### src/rtl/alarm_pkg.sv
// Shared state codes and BCD field limits for the alarm-set controller.
// State codes double as the selection value seen by the text renderer.
package alarm_pkg;
    localparam logic [1:0] ST_IDLE = 2'd0;
    localparam logic [1:0] ST_SEC  = 2'd1;
    localparam logic [1:0] ST_MIN  = 2'd2;
    localparam logic [1:0] ST_HOUR = 2'd3;

    // Upper limits written as BCD pairs {msb, lsb}
    localparam logic [7:0] SEC_MAX  = 8'h59;
    localparam logic [7:0] MIN_MAX  = 8'h59;
    localparam logic [7:0] HOUR_MAX = 8'h23;
endpackage

### src/rtl/bcd2_inc.sv
// Two-digit BCD register that steps by one on inc and wraps to 00 after
// {MAX_MSB, MAX_LSB}; no carry leaves the field.
module bcd2_inc #(
    parameter logic [3:0] MAX_MSB = 4'd5,
    parameter logic [3:0] MAX_LSB = 4'd9
) (
    input  logic       clk,
    input  logic       reset,
    input  logic       inc,
    output logic [3:0] msb,
    output logic [3:0] lsb
);
    always_ff @(posedge clk) begin
        if (reset) begin
            msb <= 4'd0;
            lsb <= 4'd0;
        end else if (inc) begin
            if (msb == MAX_MSB && lsb == MAX_LSB) begin
                msb <= 4'd0;
                lsb <= 4'd0;
            end else if (lsb == 4'd9) begin
                msb <= msb + 4'd1;
                lsb <= 4'd0;
            end else begin
                lsb <= lsb + 4'd1;
            end
        end
    end
endmodule

### src/rtl/alarm_set_ctrl.sv
// Alarm field-select FSM, BCD alarm storage, match edge detector and timed
// ring output. Every output is a register.
module alarm_set_ctrl
    import alarm_pkg::*;
#(
    parameter int RING_SECONDS = 30
) (
    input  logic       clk,
    input  logic       reset,
    input  logic       btn_mode,
    input  logic       btn_up,
    input  logic       alarm_en,
    input  logic       sec_tick,
    input  logic [3:0] cur_hourMSB,
    input  logic [3:0] cur_hourLSB,
    input  logic [3:0] cur_minMSB,
    input  logic [3:0] cur_minLSB,
    input  logic [3:0] cur_secMSB,
    input  logic [3:0] cur_secLSB,
    output logic [1:0] selection,
    output logic [3:0] alarm_hourMSB,
    output logic [3:0] alarm_hourLSB,
    output logic [3:0] alarm_minMSB,
    output logic [3:0] alarm_minLSB,
    output logic [3:0] alarm_secMSB,
    output logic [3:0] alarm_secLSB,
    output logic       ring
);
    logic [1:0] state;
    logic [1:0] state_nxt;
    logic [7:0] ring_cnt;
    logic       match_r;
    logic       match_d;
    logic       match_now;
    logic       trigger;
    logic       dismiss;
    logic       up_only;

    // Mode has priority over up when both pulse together
    assign up_only = btn_up && !btn_mode;

    assign match_now = (cur_hourMSB == alarm_hourMSB) && (cur_hourLSB == alarm_hourLSB) &&
                       (cur_minMSB  == alarm_minMSB)  && (cur_minLSB  == alarm_minLSB)  &&
                       (cur_secMSB  == alarm_secMSB)  && (cur_secLSB  == alarm_secLSB);

    assign trigger = match_r && !match_d && (state == ST_IDLE) && alarm_en;
    assign dismiss = btn_up || btn_mode || !alarm_en;

    always_comb begin
        state_nxt = state;
        case (state)
            ST_IDLE: state_nxt = ST_SEC;
            ST_SEC:  state_nxt = ST_MIN;
            ST_MIN:  state_nxt = ST_HOUR;
            default: state_nxt = ST_IDLE;
        endcase
    end

    // A mode pulse spent on dismissing the ring does not also advance the FSM
    always_ff @(posedge clk) begin
        if (reset)
            state <= ST_IDLE;
        else if (btn_mode && !ring)
            state <= state_nxt;
    end

    assign selection = state;

    bcd2_inc #(.MAX_MSB(SEC_MAX[7:4]), .MAX_LSB(SEC_MAX[3:0])) u_sec (
        .clk(clk), .reset(reset), .inc(up_only && state == ST_SEC),
        .msb(alarm_secMSB), .lsb(alarm_secLSB)
    );

    bcd2_inc #(.MAX_MSB(MIN_MAX[7:4]), .MAX_LSB(MIN_MAX[3:0])) u_min (
        .clk(clk), .reset(reset), .inc(up_only && state == ST_MIN),
        .msb(alarm_minMSB), .lsb(alarm_minLSB)
    );

    bcd2_inc #(.MAX_MSB(HOUR_MAX[7:4]), .MAX_LSB(HOUR_MAX[3:0])) u_hour (
        .clk(clk), .reset(reset), .inc(up_only && state == ST_HOUR),
        .msb(alarm_hourMSB), .lsb(alarm_hourLSB)
    );

    // Dismiss beats a fresh trigger; a fresh load beats a same-cycle tick
    always_ff @(posedge clk) begin
        if (reset) begin
            match_r  <= 1'b0;
            match_d  <= 1'b0;
            ring     <= 1'b0;
            ring_cnt <= 8'd0;
        end else begin
            match_r <= match_now;
            match_d <= match_r;
            if (ring && dismiss) begin
                ring     <= 1'b0;
                ring_cnt <= 8'd0;
            end else if (trigger) begin
                ring     <= 1'b1;
                ring_cnt <= 8'(RING_SECONDS);
            end else if (ring && sec_tick) begin
                if (ring_cnt <= 8'd1) begin
                    ring     <= 1'b0;
                    ring_cnt <= 8'd0;
                end else begin
                    ring_cnt <= ring_cnt - 8'd1;
                end
            end
        end
    end
endmodule

### config.mk
export PLATFORM = sky130hd
export DESIGN_NAME = alarm_set_ctrl
export DESIGN_NICKNAME = d
export VERILOG_FILES = /design/src/rtl/alarm_pkg.sv /design/src/rtl/bcd2_inc.sv /design/src/rtl/alarm_set_ctrl.sv
export SDC_FILE = /design/constraint.sdc
export NUM_CORES = 1
export LEC_CHECK = 0
export CAP_MARGIN = 20
export CORE_AREA = 4 4 72 74
export CTS_CLUSTER_DIAMETER = 150
export DETAILED_ROUTE_END_ITERATION = 8
export DIE_AREA = 0 0 76 78
export PLACE_DENSITY = 0.8
export REMOVE_ABC_BUFFERS = 1
export SLEW_MARGIN = 0
export SYNTH_ARGS = -nofsm -noshare
export SYNTH_HDL_FRONTEND = slang
export SYNTH_SLANG_ARGS = --single-unit
### constraint.sdc
create_clock -name clk -period 4.5 [get_ports clk]
set_clock_uncertainty 0.15 [all_clocks]
set_input_delay 0.675 -clock clk [delete_from_list [all_inputs] [get_ports clk]]
set_output_delay 0.675 -clock clk [all_outputs]
set_load 0.01 [all_outputs]
# Word-level counts from Yosys, hierarchy flattened

Index checks and enable logic that the tools add are counted.

$add $sub $neg: 7
Order comparisons: 1
Equal/unequal tests: 16
Muxes and demuxes: 19
Reductions and logical operators: 36

Operator list:

| operator                                            | count |
|---|---|
| two-way mux 4 bit                                   | 12 |
| adder 4 x 1 -> 4 bit, second input constant         | 6 |
| equality test 4 bit                                 | 6 |
| logical AND 1 bit                                   | 18 |
| equality test 4 bit, second input constant          | 3 |
| two-way mux 5 bit                                   | 2 |
| nonzero test 2 bit                                  | 5 |
| equality test 4 x 2 -> 1 bit, second input constant | 2 |
| equality test 4 x 3 -> 1 bit, second input constant | 2 |
| <= comparator 8 x 1 -> 1 bit, second input constant | 1 |
| two-way mux 8 bit                                   | 1 |
| AND reduction 2 bit                                 | 4 |
| subtractor 8 x 1 -> 8 bit, second input constant    | 1 |
| case mux 2 bit (3 select lines)                     | 1 |
| equality test 2 bit, second input constant          | 2 |
| logical NOT 1 bit                                   | 4 |
| two-way mux 1 bit                                   | 3 |
| OR reduction 3 bit                                  | 1 |
| equality test 2 x 1 -> 1 bit, second input constant | 1 |
| logical NOT 2 bit                                   | 1 |
| logical OR 1 bit                                    | 2 |
| OR reduction 2 bit                                  | 1 |

Flip-flop bits (word level): 37
Output and inout port bits: 27
Word-level logic and storage cells: 91

# Logic depth before layout (Yosys ltp)

Gate-level depths: netlist of the first run.

Word-level depth: 6
Mapped depth: 8
Mapped depth without buffers: 6

# Modules after synthesis

A second synthesis of the first run with hierarchy kept.

Cells, all modules: 257
Area, all modules: 2289.7 µm²

By module, submodules not included:

| module               | instances | cells each | area an instance (µm²) |
|---|---|---|---|
| alarm_set_ctrl       | 1         | 114        | 963.4 |
| bcd2_inc (u_min ...) | 2         | 47         | 437.9 |
| bcd2_inc (u_hour)    | 1         | 49         | 450.4 |

# Worst setup path before layout of the first run

Ideal clock, no wire load.

Kind: input to register
Start: input btn_mode
End: register u_min.msb[3]
Library setup time: 0.070 ns
Arrival time: 1.752 ns
Path slack: 2.528 ns
Stages: 5
Buffers on the path: 1
Cell sequence: and3b_1 > buf_4 > nand4b_2 > or4_1 > a21oi_1

Word-level cells in the longest chain between the ends: 4

RTL lines:

| what                                 | RTL line             | RTL |
|---|---|---|
| from (decl)                          | alarm_set_ctrl.sv:10 | `input logic btn_mode,` |
| logical NOT 1 bit                    | alarm_set_ctrl.sv:40 | `assign up_only = btn_up && !btn_mode;` |
| logical AND 1 bit                    | alarm_set_ctrl.sv:40 |  |
| logical AND 1 bit                    | alarm_set_ctrl.sv:75 | `.clk(clk), .reset(reset), .inc(up_only && state == ST_MIN),` |
| AND reduction 2 bit (no source line) | -                    |  |
| to (signal assigned)                 | bcd2_inc.sv:22       | `msb <= msb + 4'd1;` |
| to (decl)                            | bcd2_inc.sv:10       | `output logic [3:0] msb,` |

Every way passes these cells.
A chain may end at the register's enable or synchronous reset.

# Final worst setup path of the first run

Ends and elaborated chain as after synthesis.

==> results list, run 1 <==
- Layout cell share with drive strength beyond 1: ~6.3%
- Detail Placement HPWL: 3.85 mm
- Initial antenna violation count: 0
- Worst setup SP type: input port
- At the worst endpoint, the required time is 4.58 ns.
* Die outline height: 78 µm
- Most instantiated cells after synthesis: 37 x dfxtp_1, 19 x xor2_1, 18 x ha_1
* Row cnt: 25
- Count of antenna diodes in the layout: 0
* Met1 wire length: 2.33 mm
- Total track usage: 17.0%
- Count of input and output buffers: 56
- Once the floorplan was initialized, standard cells occupied 47.6% of the core.
- The tree built by TritonCTS fans out to 37 sinks.
- Number of search-and-repair iterations in the first detailed-routing pass: 4
* Cts hold-fix bufs: 0
- Measured along the x axis, the die boundary spans 76 µm.
- Count of mapped cells out of synthesis: 245
- Endpoint arrival time on the critical path: 2.42 ns
* Run status: finished clean
* Cell at the root of the clock tree: clkbuf_8
- Setup repair after global routing left no endpoint under its margin.
- At the end of routability-driven placement, the weighted congestion stood at 0.798.
- After layout, the worst path uses about 52% of the clock period.
* Post-CTS setup buffers: 0
- Clock tree synthesis inserted a total of 5 buffers.
- Using the TritonRoute via totals, the vias-per-cell ratio works out to 5.46.
* Area of the mapped netlist: 2190 µm²
- Setup violations remaining at the end of the flow were counted as 0.
* Worst setup EP type: register
* Clock-pin slew reported for the worst setup and hold paths after clock tree synthesis: 0.08 ns
- Clock tree from TritonCTS: done
* Total die area: approximately 5900 µm²
- Most frequently used cell type in the post-synthesis netlist: dfxtp_1
- Counting flops with a built-in enable in the synthesized netlist gives 0.
* Peak ir drop on the vdd network: 0.000141 V
- Excluding fillers, the count of instances in the completed layout stands at 356.
* Highest routed metal layer: met4
- The number of placed instances, taps included, is around 350.
- First-pass GRT wire length: about 8.4 mm
* Path class of the lowest-slack min-delay path: register to register
* Number of nets still failing antenna checks after routing: 0
- After routing, the total negative slack on setup checks comes to 0 ns.
- In the synthesized netlist the dominant register cell turns out to be dfxtp_1.
- Core Util, Final: 63.3%
- For this run the aggregate overflow at the end of global routing stands at 0.
- Area contributors post-synth: dfxtp_1 34%, ha_1 10%, xor2_1 7.6%, xnor2_1 5.6%, or3_1 3.1%
* Number of primary I/O pins: 57
* PostCTS Resize Cnt: 0
- Via count of the first global-routing pass: 1,800
- Summed over all instances, the cell type with the most area after synthesis is dfxtp_1.
- Max Fanout on Critical Path: 7
- For this run, the number of Yosys warnings is 0.
* Leakage Power: 1.09 nW
- Dividing total power by cell area gives a power density of 242 nW/µm².
- Tightest slew margin relative to the limit: a little over half
* DR WL met3: 253 µm
- Slew @ Worst Pin: 0.698 ns
- Layout-stage area growth over the synthesis result: 32.8%
- The final hold violation count is 0.
- Crit Path Category: input port to register
- A synthesized cell averages 8.94 µm².
- Yosys cell types: 42
- Routed via count: 1,944
- Drt drc: 0
- Number of nets in the final layout: between 300 and 400
- The total area inside the core boundary comes to 4600 µm².
- Post-synthesis sequential element count: 37
* MaxCap Viol Count: 0
- Routed length on met2: about 2.4 mm
- Fill cells: ~380
- Of the post-synthesis cell area, the dominant cell type holds roughly a third.
- For this run, the register share of the synthesized area comes to 33.8%.
* Maximum operating frequency: about 0.43 GHz
- DRT Wirelength: slightly above 5 mm
* Synth async-reset ratio: 0%
* Level count of the clock H-tree: 2
* WL/cell: 14.2 µm
* Max-slew violation count: 0
* Drt initial violations: 130
* Insertion delay of the later-clocked pin in the worst-skew pair: roughly 0.30 ns
- Maximum number of pins on one net before global-route repair: 21
- The clock period could shrink to 2.34 ns.
- Max clock buf depth: 2
sequential cells by signal, summed over array words and instances (netlist names):
register,count
u_min.lsb,4
u_min.msb,4
match_r,1
u_sec.msb,4
ring_cnt,8
selection,2
ring,1
match_d,1
u_sec.lsb,4
u_hour.lsb,4
u_hour.msb,4
logic make-up after synthesis:
| kind of cell | share of synthesized area [%] |
|---|---|
| simple gates | 26.9 |
| flops | 33.8 |
| compound gates | 10.3 |
| xor+xnor | 13.2 |
| buf+inv | 4.11 |
| fa+ha+maj | 10.3 |
| mux | 1.37 |
layout make-up:
| type | instances | area [µm²] | area share (%) |
|---|---|---|---|
| Multi-Input combinational cell | 186 | 1360 | 46.8 |
| Sequential cell | 37 | 741 | 25.5 |
| Timing Repair Buffer | 57 | 568 | 19.5 |
| Clock buffer | 6 | 82.6 | 2.84 |
| Tap cell | 54 | 67.6 | 2.32 |
| Inverter | 14 | 52.6 | 1.81 |
| Clock inverter | 2 | 37.5 | 1.29 |
critical path: stages:
cell and delay [ns]:
clkdlybuf4s50_1 0.47, and3b_1 0.40, nand4b_2 0.19, or4_1 0.53, a21oi_1 0.15
worst paths after layout:
path                            cells past startpoint         start            to  slack (ns)
worst max register to register                      6  selection[0]  u_min.msb[3]        2.47
worst max-delay path                                5      btn_mode  u_min.msb[3]        2.16
worst min-delay path                                2   ring_cnt[1]   ring_cnt[1]        0.35
worst min register to register                      2   ring_cnt[1]   ring_cnt[1]        0.35
metal layers:
layer	up-vias	global-route usage (%)
met3	11	4.52
li1	993	-
met5	-	0
met4	0	7.65
met1	886	20.7
met2	54	27.9
power breakdown:
group / total (mW) / switching, mW / internal (mW)
Sequential: 0.335 / 0.00464 / 0.330
Combinational: 0.0682 / 0.0267 / 0.0415
Clock: 0.302 / 0.122 / 0.180
cells in the final DEF, fill, tap and decap left out, types with 6 or more instances in the layout:
cell / netlist / final
nor2_1: 16 / 16
nor3_1: 12 / 12
clkbuf_8: 0 / 6
xor2_1: 19 / 19
inv_1: 14 / 14
or3_1: 11 / 11
nand2_1: 13 / 13
clkdlybuf4s50_1: 0 / 56
xnor2_1: 14 / 14
a21oi_1: 13 / 13
ha_1: 18 / 18
dfxtp_1: 37 / 37
and3b_1: 6 / 6
nand4_1: 7 / 7
through the flow:
step	hold WS, ns	instance area [µm²]	total power, mW	worst slack [ns]
2_1_floorplan	0.288	2150	0.367	2.51
3_3_place_gp	0.339	2790	0.410	1.91
3_5_place_dp	0.346	2790	0.411	1.85
4_1_cts	0.357	2910	0.710	2.15
5_1_grt	0.375	2910	0.730	2.01
6_report	0.354	2910	0.705	2.16
(Power assumes the default switching activity.)
==> inputs of run 2 (changes only) <==
--- a/config.mk
+++ b/config.mk
@@ -6,11 +6,11 @@
 export NUM_CORES = 1
 export LEC_CHECK = 0
 export CAP_MARGIN = 20
-export CORE_AREA = 4 4 72 74
+export CORE_AREA = 4 4 76 78
 export CTS_CLUSTER_DIAMETER = 150
 export DETAILED_ROUTE_END_ITERATION = 8
-export DIE_AREA = 0 0 76 78
-export PLACE_DENSITY = 0.8
+export DIE_AREA = 0 0 80 82
+export PLACE_DENSITY = 0.75
 export REMOVE_ABC_BUFFERS = 1
 export SLEW_MARGIN = 0
 export SYNTH_ARGS = -nofsm -noshare
==> constraint.sdc (replaced) <==
create_clock -name clk -period 1.9 [get_ports clk]
set_clock_uncertainty 0.15 [all_clocks]
set_input_delay 0.285 -clock clk [delete_from_list [all_inputs] [get_ports clk]]
set_output_delay 0.285 -clock clk [all_outputs]
set_load 0.01 [all_outputs]
==> results list, run 2 (synthesis gave the netlist of run 1 again) <==
- The flow ran to the end, and the final reports show no timing, DRC or antenna violations.
- Number of nets in the final layout: 372
* Minimum setup slack after placement: -0.193 ns
* Worst reg2reg path startpoint: selection[0]
- R2r endpoint: u_min.msb[3]
- Tightest slew margin relative to the limit: 75.4%
* Cell at the root of the clock tree: clkbuf_8
- The die covers 6560 µm².
* WL/cell: 14.7 µm
* Count of input and output buffers: 56
* Crit Path Category: register to register
- In this run the core area contains 26 standard-cell rows.
- ring_cnt holds more flip-flops than any other register.
- The worst hold path passes through 2 cells.
* Area taken by flip-flops and latches: 749 µm²
* Leading cell type in the layout, fill and taps excluded: clkdlybuf4s50_1
- Count of antenna diodes in the layout: 0
* Leakage Power: 1.21 nW
* Max reg flops: 8
- For the pin with the worst max-slew slack, the measured transition is about 0.36 ns.
- Using the TritonRoute via totals, the vias-per-cell ratio works out to 5.17.
* Via count of the first global-routing pass: 2,059
- The first TritonRoute pass finished after 5 iterations.
- Clock-pin slew was measured on the worst setup and hold paths at 0.08 ns.
- Max Fanout on Critical Path: 3
- In this run the worst hold path is classified as register to register.
- Reg2Reg Depth: 6
* Cts hold-fix bufs: 0
* Chip Width: around 80 µm
* Crit path time final: ~1.8 ns
* Final setup slack of the worst path: between 0.06 and 0.07 ns
- The initial antenna violation count was 0.
- GP Congestion: 0.824
- The region available for standard cell placement spans 5070 µm².
- After detailed routing, the total wire length is a little under 6 mm.
* Finish-stage setup viols: 0
- VDD sags by at most ~0.00036 V.
- The worst hold path begins at ring_cnt[1].
* Max-slew violation count: 0
- The clock tree synthesis step divided the H-tree into 2 levels.
- The clock reaches the later pin of the worst-skew pair after 0.30 ns.
- Multi-input combinational cell area: 1390 µm²
* Number of CTS-inserted buffers: 5
- For hold timing, the worst endpoint is ring_cnt[1].
- Most used cells in the layout excluding fill and tap cells: 56 x clkdlybuf4s50_1, 32 x dfxtp_1, 24 x buf_4, 19 x xor2_1
* Total clock sinks: 37
- Of the available clock period, the critical path in the final layout requires a little over nine tenths.
- Final hold violation count: 0
* Number of nets still failing antenna checks after routing: 0
- The tool flagged a number of max-cap violations equal to 0.
- Layout cell share with drive strength beyond 1: about 17%
- Max clock buf depth: 2
- For this block, the via count after detailed routing is 2,041.
- Derived from the worst setup path, the maximum achievable clock frequency is 0.546 GHz.
* Clock tree from TritonCTS: done
* Worst setup EP type: register
* Drt initial violations: 69
- First-pass GRT wire length: ~9.3 mm
- Maximum number of pins on one net before global-route repair: 17
- The area growth from synthesis to layout is 43.5%.
- Total track usage: 18.1%
* Number of primary I/O pins: between 50 and 60
* Req. time, crit path: 1.97 ns
- Starting density of the core: between 40% and 50%
- Setup repair after global routing missed its margin: false
- Pwr dens: 541 nW/µm²
* Detail Placement HPWL: 4.42 mm
- Worst setup SP type: register
- Endpoint arrival time on the critical path: 1.90 ns
* Die outline height: 82 µm
* Final global-route overflow total: 0
* Reg2reg setup slack: 0.07 ns
- The layout has approximately 460 filler cells.
- Core Util, Final: 61.9%
- For this run, design rule violations remaining after detail routing come to 0.
==> run 2: cell types whose count changed in the layout (fill, tap and decap cells not counted), sizes merged <==
cell  previous run  this run
buf              1        24
==> run 2: worst max-delay path by stage <==
stage / from / to / slack (ns) / cells after the start
CTS: ring_cnt[1] / ring_cnt[3] / 0.001 / 6
detailed placement: btn_mode / u_min.msb[3] / -0.19 / 5
global route: ring_cnt[1] / ring_cnt[1] / 0.002 / 6
floorplan: selection[0] / u_min.msb[3] / 0.03 / 6
global placement: btn_mode / u_sec.msb[3] / -0.14 / 5
finish: selection[0] / u_min.msb[3] / 0.07 / 6
==> run 2: final cells by class <==
cell class              count  share of cell area [%]
multi-input cells         186                    44.3
clock inverters             2                    1.19
well taps                  70                    2.79
clock buffers               6                    2.63
repair buffers             80                    23.6
flip-flops and latches     37                    23.8
inverters                  14                    1.67
==> run 2: critical path, cell delays in order (launching register included) <==
cell and delay [ns]:
dfxtp_2 0.34, inv_2 0.06, ha_2 0.18, and3b_2 0.23, nand4b_2 0.13, or4_4 0.52
a21oi_1 0.14
==> run 2: metrics by stage <==
stage                     area, µm²  TNS (ns)  hold slack (ns)  std cells  power [mW]
after floorplan                2150         0            0.204        237       0.868
after global placement         2980     -1.48            0.314        387       0.992
after detailed placement       2980     -2.19            0.326        387       0.995
after CTS                      3100         0            0.342        395        1.71
after global routing           3140         0            0.348        395        1.77
final                          3140         0            0.336        395        1.70
==> run 2: per-layer routing <==
metal  vias to the layer above  GRT usage, %  share of wire, %
li1                       1033             -                 -
met1                       945          21.2                45
met2                        50          31.5                48
met3                        13          3.95               5.2
met4                         0          8.45               2.2
met5                         -             0                 0
==> run 2: power by group <==
part           internal, mW  switching [mW]  leakage [nW]
registers             0.781         0.00981         0.301
logic                 0.116          0.0763         0.848
clock network         0.427           0.291        0.0574
total                  1.32           0.377          1.21
==> run 2: repair_timing <==
action | 4_1_cts | 5_1_grt
endpoints found under the setup margin | 4 | 14
setup buffers | 0 | 0
gates resized for setup | 2 | 15
pin swaps | 0 | 4
==> inputs of run 3 (changes only) <==
--- a/config.mk
+++ b/config.mk
@@ -5,7 +5,7 @@
 export SDC_FILE = /design/constraint.sdc
 export NUM_CORES = 1
 export LEC_CHECK = 0
-export CAP_MARGIN = 20
+export CAP_MARGIN = 0
 export CORE_AREA = 4 4 76 78
 export CTS_CLUSTER_DIAMETER = 150
 export DETAILED_ROUTE_END_ITERATION = 8
==> results of run 3 <==
The final DEF is identical to that of run 2; final timing and power are the same.
